[src/rtl/result_reader_pkg.sv]
// Shared types and constants for the result RAM read-back path.
package result_reader_pkg;

  typedef enum logic [2:0] {
    IDLE,
    REQ,
    WAIT,
    SEND,
    DONE
  } state_t;

  localparam int unsigned BYTES_PER_RES = 3;
  localparam int unsigned DEF_RES_W     = 18;
  localparam int unsigned DEF_ADDR_W    = 8;

  // Byte idx of a zero-padded result word, LSB first.
  function automatic logic [7:0] res_byte(input logic [8*BYTES_PER_RES-1:0] res_wide,
                                          input logic [1:0]                 idx);
    logic [7:0] b;
    b = '0;
    for (int unsigned i = 0; i < BYTES_PER_RES; i++) begin
      if (idx == 2'(i)) b = res_wide[8*i +: 8];
    end
    return b;
  endfunction

endpackage

[src/rtl/res_serializer.sv]
// Holds one captured result and streams it out as bytes under valid/ready.
module res_serializer
  import result_reader_pkg::*;
#(
  parameter int unsigned RES_W = DEF_RES_W
) (
  input  logic             clk,
  input  logic             rst,
  input  logic             load,
  input  logic [RES_W-1:0] res_in,
  output logic [7:0]       dout,
  output logic             dout_valid,
  input  logic             dout_ready,
  output logic             last_byte_accepted
);

  localparam logic [1:0] LAST_IDX = 2'(BYTES_PER_RES - 1);

  logic [RES_W-1:0]           res_reg;
  logic [1:0]                 byte_idx;
  logic                       valid;
  logic [8*BYTES_PER_RES-1:0] res_wide;

  always_ff @(posedge clk) begin
    if (rst) begin
      res_reg  <= '0;
      byte_idx <= '0;
      valid    <= 1'b0;
    end else if (load) begin
      res_reg  <= res_in;
      byte_idx <= '0;
      valid    <= 1'b1;
    end else if (valid && dout_ready) begin
      if (byte_idx == LAST_IDX) begin
        byte_idx <= '0;
        valid    <= 1'b0;
      end else begin
        byte_idx <= byte_idx + 2'd1;
      end
    end
  end

  always_comb begin
    res_wide              = '0;
    res_wide[RES_W-1:0]   = res_reg;
  end

  assign dout               = valid ? res_byte(res_wide, byte_idx) : '0;
  assign dout_valid         = valid;
  assign last_byte_accepted = valid && dout_ready && (byte_idx == LAST_IDX);

endmodule

[src/rtl/result_reader.sv]
// Reads 18-bit results back from the result SRAM and streams each as 3 bytes.
module result_reader
  import result_reader_pkg::*;
#(
  parameter int unsigned ADDR_W = DEF_ADDR_W,
  parameter int unsigned DATA_W = 32,
  parameter int unsigned RES_W  = DEF_RES_W,
  parameter int unsigned RD_LAT = 1
) (
  input  logic              clk,
  input  logic              rst,
  input  logic              rd_start,
  input  logic [ADDR_W-1:0] rd_base,
  input  logic [ADDR_W-1:0] rd_len,
  output logic              cs_n,
  output logic              we_n,
  output logic [ADDR_W-1:0] address,
  input  logic [DATA_W-1:0] read_data,
  output logic [7:0]        dout,
  output logic              dout_valid,
  input  logic              dout_ready,
  output logic              busy,
  output logic              rd_done
);

  localparam int unsigned     LAT_W   = 3;
  localparam logic [ADDR_W-1:0] ONE_W = ADDR_W'(1);

  state_t            state, state_nxt;
  logic [ADDR_W-1:0] cur_addr;
  logic [ADDR_W-1:0] remaining;
  logic [LAT_W-1:0]  lat_cnt;
  logic              load;
  logic              last_acc;
  logic              unused_hi;

  assign unused_hi = ^read_data[DATA_W-1:RES_W];

  always_ff @(posedge clk) begin
    if (rst) begin
      state     <= IDLE;
      cur_addr  <= '0;
      remaining <= '0;
      lat_cnt   <= '0;
    end else begin
      state <= state_nxt;
      case (state)
        IDLE: begin
          if (rd_start && (rd_len != '0)) begin
            cur_addr  <= rd_base;
            remaining <= rd_len;
          end
        end
        REQ:  lat_cnt <= LAT_W'(RD_LAT);
        WAIT: lat_cnt <= lat_cnt - LAT_W'(1);
        SEND: begin
          if (last_acc && (remaining != ONE_W)) begin
            remaining <= remaining - ONE_W;
            cur_addr  <= cur_addr + ONE_W;
          end
        end
        default: ;
      endcase
    end
  end

  always_comb begin
    state_nxt = state;
    cs_n      = 1'b1;
    rd_done   = 1'b0;
    load      = 1'b0;
    case (state)
      IDLE: begin
        if (rd_start) state_nxt = (rd_len != '0) ? REQ : DONE;
      end
      REQ: begin
        cs_n      = 1'b0;
        state_nxt = WAIT;
      end
      WAIT: begin
        if (lat_cnt == LAT_W'(1)) begin
          load      = 1'b1;
          state_nxt = SEND;
        end
      end
      SEND: begin
        if (last_acc) state_nxt = (remaining == ONE_W) ? DONE : REQ;
      end
      DONE: begin
        rd_done   = 1'b1;
        state_nxt = IDLE;
      end
      default: state_nxt = IDLE;
    endcase
  end

  assign busy    = (state != IDLE);
  assign we_n    = 1'b1;
  assign address = cur_addr;

  res_serializer #(
    .RES_W(RES_W)
  ) u_ser (
    .clk               (clk),
    .rst               (rst),
    .load              (load),
    .res_in            (read_data[RES_W-1:0]),
    .dout              (dout),
    .dout_valid        (dout_valid),
    .dout_ready        (dout_ready),
    .last_byte_accepted(last_acc)
  );

endmodule

[config.mk]
export PLATFORM = sky130hd
export DESIGN_NAME = result_reader
export DESIGN_NICKNAME = d
export VERILOG_FILES = /design/src/rtl/result_reader_pkg.sv /design/src/rtl/res_serializer.sv /design/src/rtl/result_reader.sv
export SDC_FILE = /design/constraint.sdc
export NUM_CORES = 1
export LEC_CHECK = 0
export CORE_UTILIZATION = 43
export DETAILED_ROUTE_END_ITERATION = 8
export PLACE_DENSITY_LB_ADDON = 0.25
export SETUP_SLACK_MARGIN = 0.2
export SYNTH_ARGS = -nofsm -noshare
export SYNTH_HDL_FRONTEND = slang
export SYNTH_SLANG_ARGS = --single-unit
[constraint.sdc]
create_clock -name clk -period 1.6 [get_ports clk]
set_input_delay 0.16 -clock clk [delete_from_list [all_inputs] [get_ports clk]]
set_output_delay 0.16 -clock clk [all_outputs]
set_load 0.01 [all_outputs]
==> flow_metrics.py, run 1 <==
metrics = {
    "status": {
        "status": "complete, but fails checks",
        "violations": "negative setup slack",
    },
    "grt": {
        "antenna_found_initial": 0,
        "grt_pass1_wl_um": 12900,
        "overflow": 0,
        "grt_max_degree": 32,
        "grt_pass1_vias": 2684,
        "grt_use_total": 0.2677,
    },
    "sta": {
        "tns_ns": -0.1891,
        "finalSetupViolations": 9,
        "fin_crit_sh": 1.028,
        "relSlewSlack": 0.5078,
        "tightest_slew_ns": 0.7383,
        "rsz0062_at_grt": "yes",
        "slew_viol_final": 0,
        "setup_slack_ns": -0.04559,
        "hold_viol": 0,
        "skew_ns": 0.008331,
        "period_minus_slack_ns": 1.646,
        "fmax_mhz": 607.7,
    },
    "detailed_routing": {
        "avgRoutedWirePerCell_um": 17.70,
        "vias": 2810,
        "drtAntennaViolNets": 0,
        "drt_iter0_markers": 210,
        "avgViaCountPerCell": 5.735,
        "first_pass_iters": 5,
        "drc": 0,
        "routed_wl_um": 8675,
    },
    "final_layout": {
        "drive_above_1_share": 0.4713,
        "syn_to_final_growth_pct": 70.95,
        "antennaDiodeCount": 0,
        "register_area_um2": 890.9,
        "layout.nets": 474,
        "largest_reg_flops": 18,
        "multi_input_area_mm2": 0.001897,
        "fill_cells": 364,
    },
    "run": {
        "maxCapViolCount": 0,
    },
    "clock_network": {
        "htreeDepth": 2,
        "cts_buffers": 5,
        "clk_pin_slew_ns": 0.09,
        "clockBufferDepth": 2,
        "clock_latency_ns": 0.30,
        "cts_tree": "yes",
        "clock_sinks": 43,
        "root_buffer": "clkbuf_8",
    },
    "setup_path": {
        "slowest_delay_ns": 0.34,
        "ff2ff_setup_slack_ns": -0.05,
        "worst_r2r_endpoint": "address[0]",
        "cp.required_ns": 1.81,
        "r2r_cells": 7,
        "path_cells": "inv_2, ha_4, nor3b_4, a211o_1, buf_6, nand2_8, a221oi_2",
        "crit_path_top_delay_cell": "dfxtp_2",
        "r2r-start": "remaining[1]",
        "critPathLaunch": "remaining[1]",
        "cp_max_fo": 6,
        "critPathArrivalTime_ns": 1.86,
        "end_kind": "flip-flop",
        "cp-start-kind": "flip-flop",
        "setup.worst_path.end": "address[0]",
        "worstSetupPathType": "reg -> reg",
    },
    "synth": {
        "synth_top_area_frac": 0.3399,
        "synth_area_leader_cell": "dfxtp_1",
        "synth_ff_type": "dfxtp_1",
        "yosys-top-cells-count": "nand2_1 (50), dfxtp_1 (43), a21oi_1 (32)",
        "netlist_area_mm2": 0.002532,
        "async_reset_ff_frac": 0,
        "yosys_warnings": 0,
        "yosys_register_bits": 43,
        "netlist_instances": 297,
        "synth_cell_types": 56,
        "synth.most_common_cell": "nand2_1",
        "synth.net_count": 354,
        "yosys-top-cells-area": "dfxtp_1 (34%), nand2_1 (7.4%), a21oi_1 (6.3%)",
        "synth_edf_count": 0,
        "syn_area_per_cell_um2": 8.527,
        "yosysSeqAreaShare": 0.3399,
    },
    "power": {
        "pwr_density_cell_mw_per_mm2": 1171,
        "ir_drop_mv": 0.7883,
        "power_mw": 5.068,
        "p_int_mw": 3.210,
        "clkPwrFrac": 0.178,
        "combPwrFrac": 0.527,
        "sw_frac_of_total": 0.3667,
        "p_leak_nw": 1.861,
        "power_frac_seq": 0.296,
        "switchingPower_mw": 1.858,
    },
    "placed_design": {
        "gp_congestion": 0.8669,
        "dp_slack_ns": -0.3688,
        "dpl.hpwl_um": 4714,
        "portBuffers": 57,
    },
    "floorplan": {
        "fp.dieW_um": 78.74,
        "die_area_mm2": 0.006200,
        "dieHeight_um": 78.74,
        "ios": 73,
        "core_region_area_mm2": 0.005608,
        "rows": 27,
        "start_util": 0.4516,
    },
    "hold_path": {
        "holdCritPathClass": "in -> reg",
    },
}
## layer usage
metal	track usage	up-vias	share of wire
met3	0.04023	30	0.044
met4	0.1315	0	0.039
met2	0.4391	92	0.49
met1	0.3414	1362	0.42
met5	0	-	0
li1	-	1326	-
## worst min path at each step
stage / slack (ns) / to / start / depth (start not counted)
finish: 0.41 / state[2] / rd_len[1] / 4
detailed placement: 0.45 / u_ser.res_reg[4] / u_ser.res_reg[4] / 2
global route: 0.42 / u_ser.res_reg[6] / read_data[6] / 3
CTS: 0.40 / state[2] / rd_len[1] / 4
global placement: 0.44 / u_ser.res_reg[4] / u_ser.res_reg[4] / 2
floorplan: 0.26 / remaining[7] / rst / 1
## worst max-delay path: cells and delay by family, from the launching register on
kind / cells / cell delay [ns]
AOI/OAI and AO/OA: 2 / 0.54
and+or+nand+nor: 2 / 0.35
DFF: 1 / 0.34
buffers and inverters: 2 / 0.22
adders and majority gates: 1 / 0.12
## cell usage in the layout, fill, tap and decap left out, drive strengths merged, types with 2 or more instances in the layout
cell and count:
a211oi 2, a221oi 5, inv 10, clkdlybuf4s50 31, o221ai 2, nor2 21
nand3b 4, nand3 7, nand2b 2, dlymetal6s2s 4, dlygate4sd2 10, o22ai 6
nand2 51, buf 85, nor4 5, dfxtp 43, nor3b 7, nor3 17
a21oi 32, and2 3, and3b 2, mux2i 9, a21boi 2, or4 4
o41ai 6, o31ai 2, ha 5, o21ai 6, o21a 3, xnor2 2
or3 4, nand4b 8, clkbuf 7
## power groups by stage
stage | clock [mW] | combinational (mW) | sequential, mW
2_1_floorplan | 0 | 1.10 | 1.44
3_3_place_gp | 0 | 1.77 | 1.46
3_5_place_dp | 0 | 1.81 | 1.47
4_1_cts | 0.901 | 2.39 | 1.48
5_1_grt | 0.952 | 2.84 | 1.52
6_report | 0.900 | 2.67 | 1.50
## cells by family after synthesis
family,after synthesis,synth area share
muxes,9,0.03557
other,1,0.001481
AOI/OAI and AO/OA,72,0.2179
and+or+nand+nor,135,0.3113
DFF,43,0.3399
adders and majority gates,5,0.02470
buffers and inverters,29,0.05879
xor gates and xnor gates,3,0.01038
## final cells by class
cell class                 count  share of cell area
clock buffer                   6             0.01908
clock inverter                 2            0.008092
inverter                      10            0.008671
multi-input combinational    226              0.4382
sequential                    43              0.2058
tap                           72             0.02081
timing repair buffer         131              0.2994
## metrics by stage
stage	hold slack (ns)	instance area (µm²)	utilization	std cells
final	0.4140	4329	0.7720	490
after global routing	0.4209	4329	0.7720	490
after CTS	0.4005	4183	0.7459	482
after detailed placement	0.4462	3510	0.6258	453
after global placement	0.4427	3510	0.6258	453
after floorplan	0.2615	2575	-	297
## what timing repair did
action                     CTS  global route
cloned                       3             1
hold endpoints to repair     0             0
pin swaps                   70            23
setup buffers               18             7
resized for setup          170            16
setup endpoints to repair   60            57
hold buffers                 0             0
No activity file was read; power rests on OpenSTA's default activity.
==> run 2: changes to the inputs <==
--- a/config.mk
+++ b/config.mk
@@ -8,7 +8,7 @@
 export CORE_UTILIZATION = 43
 export DETAILED_ROUTE_END_ITERATION = 8
 export PLACE_DENSITY_LB_ADDON = 0.25
-export SETUP_SLACK_MARGIN = 0.2
+export SETUP_SLACK_MARGIN = 0.02
 export SYNTH_ARGS = -nofsm -noshare
 export SYNTH_HDL_FRONTEND = slang
 export SYNTH_SLANG_ARGS = --single-unit
==> constraint.sdc (replaced) <==
create_clock -name clk -period 1.5 [get_ports clk]
set_input_delay 0.15 -clock clk [delete_from_list [all_inputs] [get_ports clk]]
set_output_delay 0.15 -clock clk [all_outputs]
set_load 0.01 [all_outputs]
==> run 2 against run 1 <==
Net effect: the run still ends with negative setup slack left; non-clock buffer count rose by 1; combinational power shrank 6%; clock power down 13%; routed wire length down 10%; cell count is the same; worst setup slack worse by 0.15 ns; clock skew is 0.0054 ns lower; maximum frequency down 2.8%; critical endpoint is now address[4]; via count fell by 3.0%; utilization shrank 5.3 points.
==> flow_metrics.py, run 2 (synthesis gave the netlist of run 1 again) <==
metrics = {
    "sta": {
        "tightest_slew_ns": 0.6448,
        "period_minus_slack_ns": 1.693,
        "slew_viol_final": 0,
        "tns_ns": -1.876,
        "fin_crit_sh": 1.129,
        "relSlewSlack": 0.5701,
        "fin_hold_ws_ns": 0.3702,
        "setup_slack_ns": -0.1931,
        "skew_ns": 0.002913,
        "hold_viol": 0,
        "finalSetupViolations": 17,
        "rsz0062_at_grt": "yes",
        "fmax_mhz": 590.6,
    },
    "status": {
        "violations": "negative setup slack",
        "status": "complete, but fails checks",
    },
    "setup_path": {
        "worstSetupPathType": "reg -> reg",
        "cp.required_ns": 1.72,
        "ff2ff_setup_slack_ns": -0.19,
        "crit_buf_inv": 4,
        "crit_family": "compound AO/OA/AOI/OAI gates",
        "crit_path_top_delay_cell": "dfxtp_2",
        "cp-start-kind": "flip-flop",
        "end_kind": "flip-flop",
        "critPathArrivalTime_ns": 1.92,
        "slowest_delay_ns": 0.34,
        "path_cells": "inv_2, ha_4, nor3b_4, buf_6, a211oi_4, buf_12, buf_4, o22ai_1, a221oi_2",
        "cp_max_fo": 6,
    },
    "detailed_routing": {
        "drt_iter0_markers": 175,
        "avgRoutedWirePerCell_um": 15.89,
        "drtAntennaViolNets": 0,
        "routed_wl_um": 7785,
        "drc": 0,
        "first_pass_iters": 4,
        "vias": 2727,
        "avgViaCountPerCell": 5.565,
    },
    "placed_design": {
        "gp_congestion": 0.8513,
        "dpl.hpwl_um": 4941,
        "dp.cells": 469,
        "placed_cell_area_mm2": 0.003618,
        "portBuffers": 57,
    },
    "final_layout": {
        "multi_input_area_mm2": 0.001702,
        "antennaDiodeCount": 0,
        "drive_above_1_share": 0.3876,
        "layout.nets": 474,
        "utilization": 0.7191,
        "largest_reg_flops": 18,
        "mostFrequentLayoutCell": "buf_4",
        "final_cell_mix": "buf_4 (57), nand2_1 (50), clkdlybuf4s50_1 (43)",
        "final_cell_area_mm2": 0.004033,
        "fin_cells": 490,
        "fill_cells": 445,
        "syn_to_final_growth_pct": 59.24,
        "register_area_um2": 898.4,
    },
    "clock_network": {
        "htreeDepth": 2,
        "clk_pin_slew_ns": 0.09,
        "root_buffer": "clkbuf_8",
        "clock_latency_ns": 0.30,
        "cts_buffers": 5,
        "cts_tree": "yes",
        "clock_sinks": 43,
        "clockBufferDepth": 2,
    },
    "floorplan": {
        "die_area_mm2": 0.006200,
        "fp.dieW_um": 78.74,
        "start_util": 0.4516,
        "core_region_area_mm2": 0.005608,
        "rows": 27,
        "ios": 73,
        "dieHeight_um": 78.74,
    },
    "grt": {
        "overflow": 0,
        "grt_pass1_vias": 2533,
        "grt_pass1_wl_um": 11720,
        "grt_max_degree": 29,
        "antenna_found_initial": 0,
        "grt_use_total": 0.2392,
    },
    "hold_path": {
        "holdCritPathClass": "in -> reg",
    },
    "power": {
        "ir_drop_mv": 0.7144,
        "p_leak_nw": 1.574,
        "pwr_density_cell_mw_per_mm2": 1203,
    },
    "run": {
        "maxCapViolCount": 0,
    },
}
run 2: through the flow:
step | total power [mW] | worst slack [ns]
after floorplan | 2.684 | -0.06833
after global placement | 3.565 | -0.4290
after detailed placement | 3.622 | -0.5285
after CTS | 4.595 | -0.1602
after global routing | 5.121 | -0.2636
final | 4.850 | -0.1931
run 2: area by class of cell:
class                      instances  area share
timing repair buffer             132      0.3007
sequential                        43      0.2228
clock buffer                       5     0.01706
multi-input combinational        225      0.4220
inverter                          10    0.009308
tap                               72     0.02234
clock inverter                     3    0.005895
run 2: routing by layer:
metal  wire, µm  global-route usage  share of wire  vias to the layer above
met3        359             0.03908          0.046                       14
met4        133             0.09630          0.017                        0
li1           -                   -              -                     1317
met5          0                   0              0                        -
met2       3910              0.4043           0.50                       75
met1       3381              0.3012           0.43                     1321
run 2: path summary, 6_finish.rpt:
check / to / startpoint / cells past startpoint
worst min register to register: u_ser.res_reg[11] / u_ser.res_reg[11] / 2
worst min-delay path: lat_cnt[1] / rst / 2
worst max-delay path: address[4] / remaining[1] / 9
worst max register to register: address[4] / remaining[1] / 9
run 2: repair_timing:
item,CTS,global route
cloned,0,2
pin swaps,14,14
gates resized for setup,76,28
hold buffers,0,0
setup endpoints to repair,30,45
buffers inserted,7,5
run 2: power by group:
part / total, mW / leakage, nW / internal, mW / switching (mW)
clock network: 0.783 / 0.0408 / 0.333 / 0.450
registers: 1.55 / 0.359 / 1.35 / 0.202
logic: 2.51 / 1.18 / 1.35 / 1.16
